[src/rtl/mips_pkg.sv]
// Shared MIPS decode definitions: ALU codes, opcode/funct encodings and the
// issued ID/EX bundle type.
package mips_pkg;

  typedef enum logic [3:0] {
    ALU_ADD  = 4'd0,  ALU_SUB  = 4'd1,  ALU_AND  = 4'd2,  ALU_OR   = 4'd3,
    ALU_SLL  = 4'd4,  ALU_SRL  = 4'd5,  ALU_SRA  = 4'd6,  ALU_XOR  = 4'd7,
    ALU_LESS = 4'd8,  ALU_NOR  = 4'd9,  ALU_SLLV = 4'd10, ALU_SRLV = 4'd11,
    ALU_SRAV = 4'd12, ALU_ANDI = 4'd13, ALU_ORI  = 4'd14, ALU_XORI = 4'd15
  } alu_op_t;

  localparam logic [5:0] OP_RTYPE = 6'h00;
  localparam logic [5:0] OP_BEQ   = 6'h04;
  localparam logic [5:0] OP_BNE   = 6'h05;
  localparam logic [5:0] OP_ADDI  = 6'h08;
  localparam logic [5:0] OP_ADDIU = 6'h09;
  localparam logic [5:0] OP_SLTI  = 6'h0A;
  localparam logic [5:0] OP_ANDI  = 6'h0C;
  localparam logic [5:0] OP_ORI   = 6'h0D;
  localparam logic [5:0] OP_XORI  = 6'h0E;
  localparam logic [5:0] OP_LUI   = 6'h0F;
  localparam logic [5:0] OP_LW    = 6'h23;
  localparam logic [5:0] OP_SW    = 6'h2B;

  localparam logic [5:0] FN_SLL  = 6'h00;
  localparam logic [5:0] FN_SRL  = 6'h02;
  localparam logic [5:0] FN_SRA  = 6'h03;
  localparam logic [5:0] FN_SLLV = 6'h04;
  localparam logic [5:0] FN_SRLV = 6'h06;
  localparam logic [5:0] FN_SRAV = 6'h07;
  localparam logic [5:0] FN_ADD  = 6'h20;
  localparam logic [5:0] FN_ADDU = 6'h21;
  localparam logic [5:0] FN_SUB  = 6'h22;
  localparam logic [5:0] FN_SUBU = 6'h23;
  localparam logic [5:0] FN_AND  = 6'h24;
  localparam logic [5:0] FN_OR   = 6'h25;
  localparam logic [5:0] FN_XOR  = 6'h26;
  localparam logic [5:0] FN_NOR  = 6'h27;
  localparam logic [5:0] FN_SLT  = 6'h2A;

  typedef struct packed {
    logic [31:0] src_a;
    logic [31:0] src_b;
    alu_op_t     aluctr;
    logic [4:0]  shamt;
    logic [4:0]  dest;
    logic        regwrite;
    logic        illegal;
  } issue_t;

endpackage

[src/rtl/alu_decode.sv]
// Combinational decode of one instruction word plus its forwarded register
// operands into the ALU issue bundle.
module alu_decode
  import mips_pkg::*;
(
  input  logic [31:0] instr_i,
  input  logic [31:0] rs_data_i,
  input  logic [31:0] rt_data_i,
  output issue_t      issue_o
);

  logic [5:0]  op;
  logic [5:0]  fn;
  logic [31:0] simm;
  logic        unused_rs;

  assign op        = instr_i[31:26];
  assign fn        = instr_i[5:0];
  assign simm      = {{16{instr_i[15]}}, instr_i[15:0]};
  assign unused_rs = ^instr_i[25:21];

  always_comb begin
    issue_o          = '0;
    issue_o.src_a    = rs_data_i;
    issue_o.src_b    = rt_data_i;
    issue_o.aluctr   = ALU_ADD;
    issue_o.regwrite = 1'b1;
    issue_o.dest     = instr_i[20:16];
    case (op)
      OP_RTYPE: begin
        issue_o.shamt = instr_i[10:6];
        issue_o.dest  = instr_i[15:11];
        case (fn)
          FN_ADD, FN_ADDU: issue_o.aluctr = ALU_ADD;
          FN_SUB, FN_SUBU: issue_o.aluctr = ALU_SUB;
          FN_AND:          issue_o.aluctr = ALU_AND;
          FN_OR:           issue_o.aluctr = ALU_OR;
          FN_XOR:          issue_o.aluctr = ALU_XOR;
          FN_NOR:          issue_o.aluctr = ALU_NOR;
          FN_SLT:          issue_o.aluctr = ALU_LESS;
          FN_SLL:          issue_o.aluctr = ALU_SLL;
          FN_SRL:          issue_o.aluctr = ALU_SRL;
          FN_SRA:          issue_o.aluctr = ALU_SRA;
          FN_SLLV:         issue_o.aluctr = ALU_SLLV;
          FN_SRLV:         issue_o.aluctr = ALU_SRLV;
          FN_SRAV:         issue_o.aluctr = ALU_SRAV;
          default:         issue_o.illegal = 1'b1;
        endcase
      end
      OP_ADDI, OP_ADDIU, OP_LW: issue_o.src_b = simm;
      OP_SW: begin
        issue_o.src_b    = simm;
        issue_o.regwrite = 1'b0;
      end
      OP_SLTI: begin
        issue_o.src_b  = simm;
        issue_o.aluctr = ALU_LESS;
      end
      // ALU zero-extends for the logical immediates; we always sign-extend here
      OP_ANDI: begin
        issue_o.src_b  = simm;
        issue_o.aluctr = ALU_ANDI;
      end
      OP_ORI: begin
        issue_o.src_b  = simm;
        issue_o.aluctr = ALU_ORI;
      end
      OP_XORI: begin
        issue_o.src_b  = simm;
        issue_o.aluctr = ALU_XORI;
      end
      OP_BEQ, OP_BNE: begin
        issue_o.aluctr   = ALU_SUB;
        issue_o.regwrite = 1'b0;
      end
      OP_LUI: begin
        issue_o.src_a = '0;
        issue_o.src_b = {instr_i[15:0], 16'h0000};
      end
      default: begin
        issue_o.illegal = 1'b1;
        issue_o.dest    = '0;
      end
    endcase
    if (issue_o.illegal || issue_o.dest == 5'd0) issue_o.regwrite = 1'b0;
  end

endmodule

[src/rtl/id_ex_alu_issue.sv]
// ID/EX issue stage: decodes into the ALU bundle and holds it behind a
// valid/ready handshake. Define ALU_ISSUE_SKID_EN for the registered-ready skid build.
module id_ex_alu_issue
  import mips_pkg::*;
#(
  parameter int XLEN = 32
) (
  input  logic            clk,
  input  logic            rst_n,
  input  logic            id_valid,
  output logic            id_ready,
  input  logic [31:0]     id_instr,
  input  logic [XLEN-1:0] id_rs_data,
  input  logic [XLEN-1:0] id_rt_data,
  input  logic            flush,
  output logic            ex_valid,
  input  logic            ex_ready,
  output logic [XLEN-1:0] ex_srcA,
  output logic [XLEN-1:0] ex_srcB,
  output logic [3:0]      ex_aluctr,
  output logic [4:0]      ex_shamt,
  output logic [4:0]      ex_dest,
  output logic            ex_regwrite,
  output logic            ex_illegal
);

  issue_t dec;
  issue_t out_q;
  logic   valid_q;
  logic   acc;
  logic   drn;

  alu_decode u_dec (
    .instr_i   (id_instr),
    .rs_data_i (id_rs_data),
    .rt_data_i (id_rt_data),
    .issue_o   (dec)
  );

  assign acc = id_valid && id_ready;
  assign drn = valid_q && ex_ready;

`ifdef ALU_ISSUE_SKID_EN
  issue_t skid_q;
  logic   skid_v_q;
  logic   ready_q;

  // ready_q always equals !skid_v_q, so an accept never meets a full skid
  assign id_ready = ready_q;

  always_ff @(posedge clk or negedge rst_n) begin
    if (!rst_n) begin
      valid_q  <= 1'b0;
      out_q    <= '0;
      skid_q   <= '0;
      skid_v_q <= 1'b0;
      ready_q  <= 1'b1;
    end else if (flush) begin
      valid_q  <= 1'b0;
      skid_v_q <= 1'b0;
      ready_q  <= 1'b1;
    end else if (skid_v_q) begin
      if (drn) begin
        out_q    <= skid_q;
        skid_v_q <= 1'b0;
        ready_q  <= 1'b1;
      end
    end else if (acc) begin
      if (!valid_q || drn) begin
        out_q   <= dec;
        valid_q <= 1'b1;
      end else begin
        skid_q   <= dec;
        skid_v_q <= 1'b1;
        ready_q  <= 1'b0;
      end
    end else if (drn) begin
      valid_q <= 1'b0;
    end
  end
`else
  assign id_ready = !valid_q || ex_ready;

  always_ff @(posedge clk or negedge rst_n) begin
    if (!rst_n) begin
      valid_q <= 1'b0;
      out_q   <= '0;
    end else if (flush) begin
      valid_q <= 1'b0;
    end else if (acc) begin
      out_q   <= dec;
      valid_q <= 1'b1;
    end else if (drn) begin
      valid_q <= 1'b0;
    end
  end
`endif

  assign ex_valid    = valid_q;
  assign ex_srcA     = out_q.src_a;
  assign ex_srcB     = out_q.src_b;
  assign ex_aluctr   = out_q.aluctr;
  assign ex_shamt    = out_q.shamt;
  assign ex_dest     = out_q.dest;
  assign ex_regwrite = out_q.regwrite;
  assign ex_illegal  = out_q.illegal;

endmodule

[config.mk]
export PLATFORM = sky130hd
export DESIGN_NAME = id_ex_alu_issue
export DESIGN_NICKNAME = d
export VERILOG_FILES = /design/src/rtl/mips_pkg.sv /design/src/rtl/alu_decode.sv /design/src/rtl/id_ex_alu_issue.sv
export SDC_FILE = /design/constraint.sdc
export NUM_CORES = 1
export LEC_CHECK = 0
export BUFFER_PORTS_ARGS = -buffer_cell sky130_fd_sc_hd__buf_4
export CORE_AREA = 2 2 125 102
export DETAILED_ROUTE_END_ITERATION = 12
export DIE_AREA = 0 0 127 104
export PLACE_DENSITY = 0.6
export SYNTH_ARGS = -nofsm -noshare
export SYNTH_HDL_FRONTEND = slang
export SYNTH_SLANG_ARGS = --single-unit
[constraint.sdc]
create_clock -name clk -period 1.87 [get_ports clk]
set_input_delay 0.0935 -clock clk [delete_from_list [all_inputs] [get_ports clk]]
set_output_delay 0.0935 -clock clk [all_outputs]
set_load 0.05 [all_outputs]
==> flow_summary_export.csv, run 1 <==
group,metric,value,unit
cts,clock_path_buffers,2,
synthesis,synth-main-ff-cell,"dfrtp_1",
critical_path,cpMaxStageDelayCell,"dfrtp_2",
floorplan,start_util,32.3,%
sta,timing.final.crit_share,91.4,%
critical_path,crit_path_end_kind,"flop",
synthesis,yosysSeqAreaShare,52.4,%
global_route,grt_overflow_total,0,
cts,cts-root-buf,"clkbuf_16",
critical_path,critPathMaxStageDelay,0.39,ns
global_route,track_usage,18.5,%
final_layout,layout-drive-gt1-share,36.9,%
synthesis,synth_top_area_share,52.4,%
global_route,antenna_found_initial,0,
sta,rsz0062_at_grt,"no",
cts,cts_made_buffers,9,
sta,fin_ws,0.161,ns
routing,dr.pass1.iters,4,
synthesis,yosysMostFrequentCell,"nand2_1",
placement,io_buffers,177,
routing,drtIter0Drc,206,
final_layout,n_antenna_cell,0,
critical_path,start_kind,"flop",
synthesis,synth_edf_count,0,
synthesis,synth_cells,418,
global_route,grt_max_degree,38,
cts,clkTransAtPathRegs,0.06,ns
cts,post_cts_buffers,0,
final_layout,nets,711,
routing,vias,3771,
sta,max_slew_margin,65.7,%
final_layout,syn_to_final_growth,54.2,%
routing,wl,12200,um
sta,hold_viol_final,0,
placement,pre_cts_slack,0.152,ns
synthesis,synth-seq-cells,81,
synthesis,synth.avg_cell_area,9.26,um2
critical_path,r2r_slack,0.16,ns
critical_path,crit_fanout,14,
job,maxCapViolCount,0,
sta,max_freq,585,MHz
synthesis,async_flop_share,100,%
cts,htreeDepth,3,
synthesis,ys_warn_count,0,
power_and_ir_drop,p_leak,2.83,nW
floorplan,fp.dieW,127,um
cts,cts_resized,0,
sta,maxSlewViolCount,0,
sta,skew,0.00338,ns
routing,wl_per_cell,16.0,um
sta,min_period,1.71,ns
routing,vias_per_cell,4.92,
sta,worstMarginPinSlew,0.513,ns
sta,setup_viol,0,
synthesis,synth_cell_types,40,
synthesis,netlist_area,3870,um2
placement,gp_congestion,0.856,
floorplan,die_area,13200,um2
global_route,met3_usage,3.91,%
global_route,met1_usage,24.4,%
worst_hold_path,hold_class,"in -> reg",
critical_path,rr_worst_depth,5,
global_route,grt_pass1_wl,19600,um
cts,cts_sinks,81,
critical_path,crit_chain,"nor2b_1 -> inv_2 -> nand3b_1 -> buf_12 -> o41ai_2",
floorplan,num_rows,36,
global_route,top_usage_layer,"met2",
cts,clock_latency,0.33,ns
power_and_ir_drop,vdd_drop_max,0.000436,V
worst_hold_path,hp-start,"id_rs_data[18]",
run_status,status,"finished, final reports clean",
cts,cts_tree,"built",
routing,drc,0,
global_route,global_route.usage.met2,30.2,%
floorplan,coreArea,12000,um2
floorplan,dieHeight,104,um
critical_path,r2r-start,"ex_valid",
power_and_ir_drop,finalPower,0.00618,W
critical_path,r2r-end,"ex_regwrite",
floorplan,io_pins,183,
synthesis,synth_common_cells,"89 x nand2_1, 81 x dfrtp_1, 65 x nor2_1",
synthesis,synth_largest_area_cell,"dfrtp_1",
critical_path,critical_path_arrival,1.94,ns
worst_hold_path,worstHoldEndpoint,"ex_srcA[18]",
worst_hold_path,min_path_cells,3,
placement,dp_hpwl,8790,um
critical_path,crit_type,"reg -> reg",
sta,holdWs,0.0135,ns
critical_path,cp_data_required_time,2.10,ns
synthesis,synth_area_leaders,"dfrtp_1 52%, nand2_1 8.6%, nor2_1 6.3%",
global_route,grt_pass1_vias,3770,
power_and_ir_drop,cellPowerDensity,1040,nW/um2
sta,totalNegativeSetupSlack,0,ns
routing,ant_nets,0,
synthesis,syn_nets,519,
[worst max-delay path, delay by kind of cell, from the launching register on]
kind	cells	cell delay (ns)
simple gates	2	0.52
flops	1	0.39
buf+inv	2	0.36
compound gates	1	0.32
[cell type report]
type	instances	area, um2
inverters	6	22.5
clock inverters	6	115
well taps	152	190
fillers	1125	6010
clock buffers	10	229
flip-flops and latches	81	2030
repair buffers	216	1760
multi-input cells	296	1630
[registers in the layout, indices dropped and copies added, names as in the netlist]
signal and cells:
ex_srcA 32, ex_srcB 32, ex_dest 5, ex_shamt 5, ex_aluctr 4, ex_illegal 1
ex_regwrite 1, ex_valid 1
[cell usage in the layout, fill, tap and decap left out, types with 10 or more instances in the layout]
cell,n
buf_4,186
nand2_1,89
o21ai_0,41
dfrtp_1,80
a221oi_2,10
a21oi_1,21
dlygate4sd3_1,24
a221oi_1,10
a22oi_1,18
nor2_1,65
[metal layers]
metal  wire [um]  up-vias
li1            -     1823
met1        5340     1822
met2        6070      113
met3         637       13
met4         193        0
met5           0        -
[through the flow]
step	std cells	area, um2	utilization, %
finish	767	5970	49.8
global placement	727	5380	44.9
floorplan	418	3870	-
detailed placement	727	5380	44.9
global route	767	5970	49.8
CTS	767	5970	49.8
[worst max-delay path by stage]
stage,start,to,slack (ns),cells past startpoint
final,ex_valid,ex_regwrite,0.16,5
after global routing,ex_valid,ex_srcA[30],0.02,6
after CTS,ex_valid,ex_regwrite,0.10,5
after detailed placement,ex_valid,ex_regwrite,0.15,5
after global placement,ex_valid,ex_regwrite,0.18,5
after floorplan,ex_valid,ex_regwrite,0.01,7
[timing repair]
item	CTS	global route
setup endpoints to repair	0	0
hold buffers	24	0
endpoints found under the hold margin	55	0
[power by group]
part	internal (W)	switching, W	leakage (nW)
Sequential	0.00200	0.000135	0.972
Combinational	0.000670	0.00136	1.70
Clock	0.00131	0.000709	0.163
Total	0.00398	0.00220	2.83
[cells by family (layout without fill, tap and decap cells)]
kind of cell    Yosys count  in the layout  synth area share [%]
simple gates            180            180                  19.4
mux                       2              2                 0.550
xor+xnor                  2              2                 0.453
flops                    81             81                  52.4
compound gates          112            112                  21.5
buf+inv                  41            238                  5.72
(Power assumes the default switching activity.)
==> inputs of run 2 (changes only) <==
CTS_BUF_LIST = sky130_fd_sc_hd__clkbuf_2 sky130_fd_sc_hd__clkbuf_4 sky130_fd_sc_hd__clkbuf_8   (was not set)
==> run 2 against run 1 <==
  * Total power down 6.3%
  * Die area unchanged
  * Combinational power up 3%
  * Sequential cell count unchanged
  * Design area up 4.2%
  * Clock skew up 0.0031 ns
  * Global-route usage up 0.69 points
  * Critical path depth unchanged
  * Wire length up 4.3%
  * Critical endpoint unchanged
==> flow_summary_export.csv, run 2 (synthesized netlist as in run 1, its figures left out) <==
group,metric,value,unit
run_status,status,"finished, final reports clean",
routing,drc,0,
floorplan,die_area,13200,um2
worst_hold_path,hold_class,"in -> reg",
floorplan,io_pins,183,
cts,cts-root-buf,"clkbuf_8",
global_route,grt_pass1_vias,3960,
cts,cts_tree,"built",
power_and_ir_drop,power_frac_clock,27.1,%
critical_path,crit_type,"reg -> reg",
routing,drtIter0Drc,181,
cts,htreeDepth,3,
sta,max_freq,581,MHz
final_layout,layout_commonest_cell,"buf_4",
cts,post_cts_buffers,0,
sta,max_slew_margin,65.6,%
placement,dp_hpwl,8790,um
power_and_ir_drop,cellPowerDensity,931,nW/um2
final_layout,layout-drive-gt1-share,35.1,%
floorplan,start_util,32.3,%
global_route,grt_pass1_wl,20400,um
sta,rsz0062_at_grt,"no",
power_and_ir_drop,vdd_drop_max,0.000488,V
routing,vias_per_cell,4.92,
sta,min_period,1.72,ns
power_and_ir_drop,intPower,0.00362,W
routing,wl_per_cell,15.9,um
cts,clkTransAtPathRegs,0.08,ns
routing,ant_nets,0,
critical_path,critical_path_arrival,1.97,ns
power_and_ir_drop,power.switching,0.00217,W
power_and_ir_drop,p_leak,2.94,nW
critical_path,start_kind,"flop",
sta,maxSlewViolCount,0,
routing,vias,3942,
routing,dr.pass1.iters,4,
floorplan,coreArea,12000,um2
power_and_ir_drop,p_sw_share,37.5,%
global_route,antenna_found_initial,0,
power_and_ir_drop,pwr-share-comb,36.2,%
cts,clock_latency,0.35,ns
critical_path,r2r-start,"ex_valid",
sta,setup_viol,0,
critical_path,startpoint,"ex_valid",
routing,wl,12800,um
power_and_ir_drop,power_frac_seq,36.7,%
final_layout,layout_common_cells,"186 x buf_4, 89 x nand2_1, 80 x dfrtp_1",
final_layout,syn_to_final_growth,60.8,%
final_layout,n_antenna_cell,0,
cts,cts_made_buffers,9,
placement,gp_congestion,0.856,
global_route,track_usage,19.2,%
sta,timing.final.crit_share,92.1,%
sta,hold_viol_final,0,
floorplan,dieHeight,104,um
floorplan,num_rows,36,
floorplan,fp.dieW,127,um
worst_hold_path,hp-start,"id_rs_data[8]",
placement,io_buffers,177,
cts,clock_path_buffers,2,
sta,skew,0.00646,ns
global_route,grt_overflow_total,0,
critical_path,crit_path_end_kind,"flop",
job,maxCapViolCount,0,
final_layout,nets,746,
critical_path,crit_fanout,14,
sta,worstMarginPinSlew,0.515,ns
sta,totalNegativeSetupSlack,0,ns
final_layout,fin_util,51.9,%
cts,cts_resized,0,
cts,cts_sinks,81,
global_route,grt_max_degree,38,
critical_path,cp_data_required_time,2.12,ns
==> run 2: cell count changes in the layout (fill, tap and decap cells not counted), sizes merged <==
cell         change
dlygate4sd3     +35
==> run 2: path summary, 6_finish.rpt <==
kind | to | slack (ns) | cells past startpoint
setup reg to reg | ex_regwrite | 0.15 | 5
min in group asynchronous | ex_srcB[14] | 0.24 | 2
max in group asynchronous | ex_srcB[9] | 1.06 | 3
hold reg to reg | ex_srcA[20] | 0.49 | 2
hold / removal | ex_srcA[8] | 0.02 | 3
setup / recovery | ex_regwrite | 0.15 | 5
==> run 2: timing repair <==
| item | CTS | global route |
|---|---|---|
| hold buffers | 59 | 0 |
| setup endpoints to repair | 0 | 0 |
| endpoints found under the hold margin | 90 | 0 |
==> run 2: cell type report <==
class / instances / area (um2)
multi-input cells: 296 / 1630
fillers: 1086 / 5760
flip-flops and latches: 81 / 2030
repair buffers: 251 / 2110
clock inverters: 6 / 115
well taps: 152 / 190
inverters: 6 / 22.5
clock buffers: 10 / 131
==> run 2: worst max-delay path, stage by stage (launching register included) <==
cell and delay [ns]:
dfrtp_2 0.40, nor2b_1 0.17, inv_2 0.06, nand3b_1 0.35
buf_12 0.31, o41ai_2 0.32
==> run 2: power by group through the flow <==
stage	Clock [W]	Combinational (W)	Sequential (W)
after global placement	0	0.00199	0.00215
after floorplan	0	0.000385	0.00301
final	0.00157	0.00209	0.00213
after detailed placement	0	0.00201	0.00216
after global routing	0.00168	0.00221	0.00216
after CTS	0.00162	0.00211	0.00213
==> run 2: through the flow <==
stage | instance area (um2) | cells | worst slack [ns] | hold slack [ns] | power [W]
2_1_floorplan | 3870 | 418 | 0.0140 | -0.202 | 0.00340
3_3_place_gp | 5380 | 727 | 0.182 | 0.0885 | 0.00414
3_5_place_dp | 5380 | 727 | 0.152 | 0.0936 | 0.00417
4_1_cts | 6220 | 802 | 0.0997 | 0.00617 | 0.00586
5_1_grt | 6220 | 802 | 0.0218 | 0.0265 | 0.00605
6_report | 6220 | 802 | 0.148 | 0.0156 | 0.00579
==> run 2: routing by layer <==
| layer | wire [um] | GRT usage, % |
|---|---|---|
| met5 | 0 | 0 |
| met4 | 259 | 6.36 |
| met3 | 726 | 4.06 |
| met2 | 6330 | 32.5 |
| met1 | 5440 | 24.5 |
